## src/rtl/cache_miss_sequencer.sv

```systemverilog
// cache_miss_sequencer
//   Miss/refill sequencer for a 4-way, one-word-line, write-back,
//   write-allocate data cache. On a lookup miss it stalls the CPU, writes
//   back a dirty victim, fetches the missing word and installs it in the
//   victim way. The CPU then replays the access and hits.
//
//   Optional feature macro: CACHE_PERF_CNT_EN
//     defined   -> saturating hit/miss lookup counters are built
//     undefined -> no counter flops, o_hit_cnt/o_miss_cnt tie to zero

module cache_miss_sequencer #(
    parameter int INDEX_W = 8,
    parameter int TAG_W   = 22,
    parameter int TIMEOUT = 255
) (
    input  logic               i_clk,
    input  logic               i_rst_n,
    input  logic               i_req_valid,
    input  logic               i_req_we,
    input  logic [31:0]        i_req_addr,
    input  logic [31:0]        i_req_wdata,
    input  logic               i_hit,
    input  logic [1:0]         i_victim_way,
    input  logic               i_victim_valid,
    input  logic               i_victim_dirty,
    input  logic [TAG_W-1:0]   i_victim_tag,
    input  logic [31:0]        i_victim_data,
    input  logic               i_mem_ready,
    input  logic [31:0]        i_mem_rdata,
    output logic               o_stall,
    output logic               o_mem_req,
    output logic               o_mem_we,
    output logic [31:0]        o_mem_addr,
    output logic [31:0]        o_mem_wdata,
    output logic               o_line_we,
    output logic [1:0]         o_line_way,
    output logic [INDEX_W-1:0] o_line_index,
    output logic [TAG_W-1:0]   o_line_tag,
    output logic [31:0]        o_line_data,
    output logic               o_line_dirty,
    output logic               o_err,
    output logic [31:0]        o_hit_cnt,
    output logic [31:0]        o_miss_cnt
);

    typedef enum logic [2:0] {
        S_IDLE   = 3'd0,
        S_WB     = 3'd1,
        S_FILL   = 3'd2,
        S_UPDATE = 3'd3,
        S_ERR    = 3'd4
    } state_t;

    // Timer only has to hold TIMEOUT-1 (the last wait cycle before giving up).
    localparam int TMR_W = (TIMEOUT > 1) ? $clog2(TIMEOUT) : 1;
    localparam logic [TMR_W-1:0] TMR_LAST = TMR_W'((TIMEOUT > 0) ? (TIMEOUT - 1) : 0);

    state_t             r_state;
    state_t             w_next;
    logic [31:2]        r_addr;
    logic               r_we;
    logic [31:0]        r_wdata;
    logic [1:0]         r_vway;
    logic [TAG_W-1:0]   r_vtag;
    logic [31:0]        r_vdata;
    logic [31:0]        r_fill;
    logic [TMR_W-1:0]   r_tmr;
    logic               r_replay;
    logic               w_miss;
    logic               w_tmo;
    logic               w_unused;

    // Byte offset bits are irrelevant for one-word lines.
    assign w_unused = ^i_req_addr[1:0];

    assign w_miss = (r_state == S_IDLE) && i_req_valid && !i_hit;
    // Final allowed wait cycle expired without the memory answering.
    assign w_tmo  = (TIMEOUT != 0) && (r_tmr == TMR_LAST) && !i_mem_ready;

    // State register.
    always_ff @(posedge i_clk) begin
        if (!i_rst_n) begin
            r_state <= S_IDLE;
        end else begin
            r_state <= w_next;
        end
    end

    // Next-state decode.
    always_comb begin
        w_next = r_state;
        case (r_state)
            S_IDLE: begin
                if (w_miss) begin
                    w_next = (i_victim_valid && i_victim_dirty) ? S_WB : S_FILL;
                end else begin
                    w_next = S_IDLE;
                end
            end
            S_WB: begin
                if (i_mem_ready) begin
                    w_next = S_FILL;
                end else if (w_tmo) begin
                    w_next = S_ERR;
                end else begin
                    w_next = S_WB;
                end
            end
            S_FILL: begin
                if (i_mem_ready) begin
                    w_next = S_UPDATE;
                end else if (w_tmo) begin
                    w_next = S_ERR;
                end else begin
                    w_next = S_FILL;
                end
            end
            S_UPDATE: w_next = S_IDLE;
            S_ERR:    w_next = S_ERR;
            default:  w_next = S_IDLE;
        endcase
    end

    // Output decode; the miss stall in IDLE is combinational so the CPU freezes at once.
    always_comb begin
        o_stall      = 1'b0;
        o_mem_req    = 1'b0;
        o_mem_we     = 1'b0;
        o_mem_addr   = 32'd0;
        o_mem_wdata  = 32'd0;
        o_line_we    = 1'b0;
        o_line_way   = 2'd0;
        o_line_index = '0;
        o_line_tag   = '0;
        o_line_data  = 32'd0;
        o_line_dirty = 1'b0;
        o_err        = 1'b0;
        case (r_state)
            S_IDLE: begin
                o_stall = w_miss;
            end
            S_WB: begin
                o_stall     = 1'b1;
                o_mem_req   = 1'b1;
                o_mem_we    = 1'b1;
                o_mem_addr  = {r_vtag, r_addr[INDEX_W+1:2], 2'b00};
                o_mem_wdata = r_vdata;
            end
            S_FILL: begin
                o_stall    = 1'b1;
                o_mem_req  = 1'b1;
                o_mem_addr = {r_addr, 2'b00};
            end
            S_UPDATE: begin
                o_stall      = 1'b1;
                o_line_we    = 1'b1;
                o_line_way   = r_vway;
                o_line_index = r_addr[INDEX_W+1:2];
                o_line_tag   = r_addr[31:INDEX_W+2];
                o_line_data  = r_we ? r_wdata : r_fill;
                o_line_dirty = r_we;
            end
            S_ERR: begin
                o_stall = 1'b1;
                o_err   = 1'b1;
            end
            default: begin
                o_stall = 1'b1;
            end
        endcase
    end

    // Capture the missing request and victim so later CPU changes are ignored.
    always_ff @(posedge i_clk) begin
        if (!i_rst_n) begin
            r_addr  <= '0;
            r_we    <= 1'b0;
            r_wdata <= 32'd0;
            r_vway  <= 2'd0;
            r_vtag  <= '0;
            r_vdata <= 32'd0;
            r_fill  <= 32'd0;
        end else begin
            if (w_miss) begin
                r_addr  <= i_req_addr[31:2];
                r_we    <= i_req_we;
                r_wdata <= i_req_wdata;
                r_vway  <= i_victim_way;
                r_vtag  <= i_victim_tag;
                r_vdata <= i_victim_data;
            end
            if ((r_state == S_FILL) && i_mem_ready) begin
                r_fill <= i_mem_rdata;
            end
        end
    end

    // Memory wait timer: cleared on every state change, counts unanswered wait cycles.
    always_ff @(posedge i_clk) begin
        if (!i_rst_n) begin
            r_tmr <= '0;
        end else if (w_next != r_state) begin
            r_tmr <= '0;
        end else if (((r_state == S_WB) || (r_state == S_FILL)) && !i_mem_ready) begin
            r_tmr <= r_tmr + TMR_W'(1);
        end else begin
            r_tmr <= r_tmr;
        end
    end

    // Marks the first IDLE cycle after an install, where the CPU replays its access.
    always_ff @(posedge i_clk) begin
        if (!i_rst_n) begin
            r_replay <= 1'b0;
        end else begin
            r_replay <= (r_state == S_UPDATE);
        end
    end

`ifdef CACHE_PERF_CNT_EN
    logic [31:0] r_hit_cnt;
    logic [31:0] r_miss_cnt;

    // Saturating lookup counters; the post-refill replay hit is not a new lookup.
    always_ff @(posedge i_clk) begin
        if (!i_rst_n) begin
            r_hit_cnt  <= 32'd0;
            r_miss_cnt <= 32'd0;
        end else if ((r_state == S_IDLE) && i_req_valid) begin
            if (i_hit) begin
                if (!r_replay && (r_hit_cnt != 32'hFFFF_FFFF)) begin
                    r_hit_cnt <= r_hit_cnt + 32'd1;
                end
            end else begin
                if (r_miss_cnt != 32'hFFFF_FFFF) begin
                    r_miss_cnt <= r_miss_cnt + 32'd1;
                end
            end
        end
    end

    assign o_hit_cnt  = r_hit_cnt;
    assign o_miss_cnt = r_miss_cnt;
`else
    assign o_hit_cnt  = 32'd0;
    assign o_miss_cnt = 32'd0;
`endif

endmodule

```

## config.mk

```make
export PLATFORM = sky130hd
export DESIGN_NAME = cache_miss_sequencer
export DESIGN_NICKNAME = d
export VERILOG_FILES = /design/src/rtl/cache_miss_sequencer.sv
export SDC_FILE = /design/constraint.sdc
export NUM_CORES = 1
export LEC_CHECK = 0
export ABC_AREA = 0
export CAP_MARGIN = 15
export CORE_MARGIN = 3
export CORE_UTILIZATION = 45
export CTS_BUF_LIST = sky130_fd_sc_hd__clkbuf_16
export DETAILED_ROUTE_END_ITERATION = 10
export GPL_ROUTABILITY_DRIVEN = 1
export PLACE_DENSITY = 0.85
export SLEW_MARGIN = 20
export SYNTH_ARGS = -nofsm -noshare
export SYNTH_HDL_FRONTEND = slang
export SYNTH_SLANG_ARGS = --single-unit
```

## constraint.sdc

```tcl
create_clock -name i_clk -period 3.3 [get_ports i_clk]
set_clock_uncertainty 0.2 [all_clocks]
set_input_delay 0.495 -clock i_clk [delete_from_list [all_inputs] [get_ports i_clk]]
set_output_delay 0.495 -clock i_clk [all_outputs]
set_load 0.01 [all_outputs]
```

==> impl_metrics.toml <==
[worst_setup_path]
cp-start-kind = "flop"
r2r_start = "r_state[1]"
worstSetupEndpointType = "primary output"
path_max_fanout = 11
cp.required_ps = 2600
crit_type = "flop to primary output"
reg2reg_slack_ps = 1010
critical_path_arrival_ps = 2450
reg2reg_depth = 6
r2r-end = "r_tmr[1]"
crit_path_start = "r_state[0]"

[cells_and_area]
final_common_cell = "nand2_1"
multi_input_area_mm2 = 0.004070
nets = 1392
seqCellArea_mm2 = 0.003244
final_cell_mix = "nand2_1 (307), clkdlybuf4s50_1 (288), dfxtp_1 (161)"
n_antenna_cell = 0
fillers = 1399
drive_gt1_share_pct = 4.670
area_growth_pct = 44.02

[clock_tree]
cts.sinks = 162
clock_latency_ps = 410
h-tree-depth = 4
cts_resized = 0
clockBufferDepth = 2
clkTransAtPathRegs_ps = 60
cts_tree = "done"
cts_buffers = 17
post-cts-setup-buffers = 0
cts-root-buf = "clkbuf_16"
cts_hold_buf = 0

[floorplan]
core_mm2 = 0.01682
die_w_um = 138.0
ios = 358
rows = 47
fp.dieArea_mm2 = 0.01904
start_util_pct = 46.61
die_y_um = 138.0

[sta]
setup_viol = 0
fin_hold_ws_ps = 259.3
worst_pin_slew_ps = 623.5
period_minus_slack_ps = 3146
hold_violations = 0
drv_slew = 0
rsz0062_at_grt = "no"
setup_tns_ps = 0
fmax_mhz = 317.8
slew_headroom_pct = 58.43
fin_crit_sh_pct = 95.34

[global_route]
grt_pass1_vias = 6829
track_usage_pct = 23.40
grt_max_degree = 155
grt_pass1_wl_mm = 35.08
antenna_found_initial = 0
gr-total-overflow = 0

[flow_run]
drv_cap = 0

[hold_path]
hp-class = "flop to flop"
min_from = "r_vdata[23]"
holdPathStages = 2
worstHoldEndpoint = "r_vdata[23]"

[logic_synthesis]
synth_edf_count = 0
netlist_instances = 978
ys_seq_area_share_pct = 41.37
ys_ff_latch = 162
synth-async-reset-ratio_pct = 0
synth.largest_area_cell = "dfxtp_1"
ys_types = 42
ys_top_cells_by_area = "dfxtp_1 (41%), nand2_1 (15%), a21boi_0 (15%)"
synthFlopType = "dfxtp_1"
syn_area_mm2 = 0.007839
synth_top_area_share_pct = 41.37
syn_avg_cell_area_um2 = 8.015
yosysWarningCount = 0

[drt]
viasPerCell = 4.915
ant_nets = 0
wl_mm = 23.29
wl_per_cell_um = 15.93
num_vias = 7186
drcViolationCount = 0
drtIter0Drc = 353
firstDrtPassIters = 5

[pwr]
power_density_mw_per_mm2 = 432.3
finalPower_mw = 4.881
ir_drop_v = 0.0003855
p_leak_nw = 4.038

[placement]
gp_congestion = 0.8281
portBuffers = 289
dp_hpwl_mm = 16.10

[status]
status = "complete, no violations"
-- report_power, final --
group / internal, mW / switching [mW] / leakage [nW]
Clock: 1.18 / 0.805 / 0.292
Sequential: 2.06 / 0.0748 / 1.32
Combinational: 0.370 / 0.382 / 2.43
Total: 3.62 / 1.26 / 4.04
-- metal layers --
metal | vias up | global-route usage, % | share of wire [%]
met2 | 233 | 40.02 | 51
met4 | 0 | 9.769 | 2.9
met3 | 38 | 5.769 | 5.9
met5 | - | 0 | 0
li1 | 3529 | - | -
met1 | 3386 | 28.04 | 40
-- synthesized netlist by cell type (2+ instances only) --
cell type / count
a21boi_0: 153
a22o_1: 22
and2_1: 66
buf_1: 2
buf_2: 13
buf_4: 66
clkbuf_1: 54
dfxtp_1: 162
ha_1: 2
inv_1: 4
mux2i_1: 32
nand2_1: 307
nand2b_1: 3
nand3_1: 3
nand4_1: 3
nor2_1: 43
nor2b_1: 9
nor3b_1: 2
nor3b_2: 2
nor4_1: 2
xnor2_1: 4
xor2_1: 4
-- metrics by stage --
stage               instances  util, %  setup WS [ps]  instance area [um2]
finish                   1462    67.13          153.8                11290
global route             1462    67.13          18.83                11290
CTS                      1462    67.13          150.2                11290
detailed placement       1431    63.64          611.7                10700
global placement         1431    63.64          622.7                10700
floorplan                1043        -           1121                 8083
-- worst max-delay path, cell delays in order (launching register included) --
cell             delay (ps)
dfxtp_1                 600
nor3b_4                 350
nor2_1                   90
buf_4                   190
nor2b_1                 220
clkdlybuf4s50_1         600
-- worst max-delay path by stage --
| stage | depth (start not counted) | slack (ps) | end |
|---|---|---|---|
| after floorplan | 5 | 1120 | o_mem_addr[10] |
| after global placement | 5 | 620 | o_mem_addr[9] |
| after detailed placement | 5 | 610 | o_mem_addr[9] |
| after CTS | 5 | 150 | o_mem_addr[9] |
| after global routing | 5 | 20 | o_mem_addr[9] |
| final | 5 | 150 | o_mem_addr[9] |
-- cells by family after synthesis --
kind of cell | count (synthesis) | synth area share, %
adder cells (fa/ha/maj) | 2 | 0.3192
other | 1 | 0.04784
XOR/XNOR | 8 | 0.8938
AO/OA/AOI/OAI | 186 | 18.32
AND/OR/NAND/NOR | 446 | 24.72
buffers and inverters | 141 | 10.23
multiplexers | 32 | 4.086
flip-flops | 162 | 41.37
-- sequential cells by signal, indices dropped and copies added, names as in the netlist --
name	count
r_fill	32
r_state	3
r_wdata	32
r_we	1
r_tmr	8
r_vdata	32
r_addr	30
r_vway	2
r_vtag	22
-- cell type report --
| class | instances | area share (%) |
|---|---|---|
| multi-input combinational | 740 | 36.05 |
| sequential | 162 | 28.74 |
| timing repair buffer | 305 | 27.44 |
| clock buffer | 17 | 3.768 |
| tap | 220 | 2.438 |
| clock inverter | 14 | 1.430 |
| inverter | 4 | 0.1330 |
(Power assumes the default switching activity.)
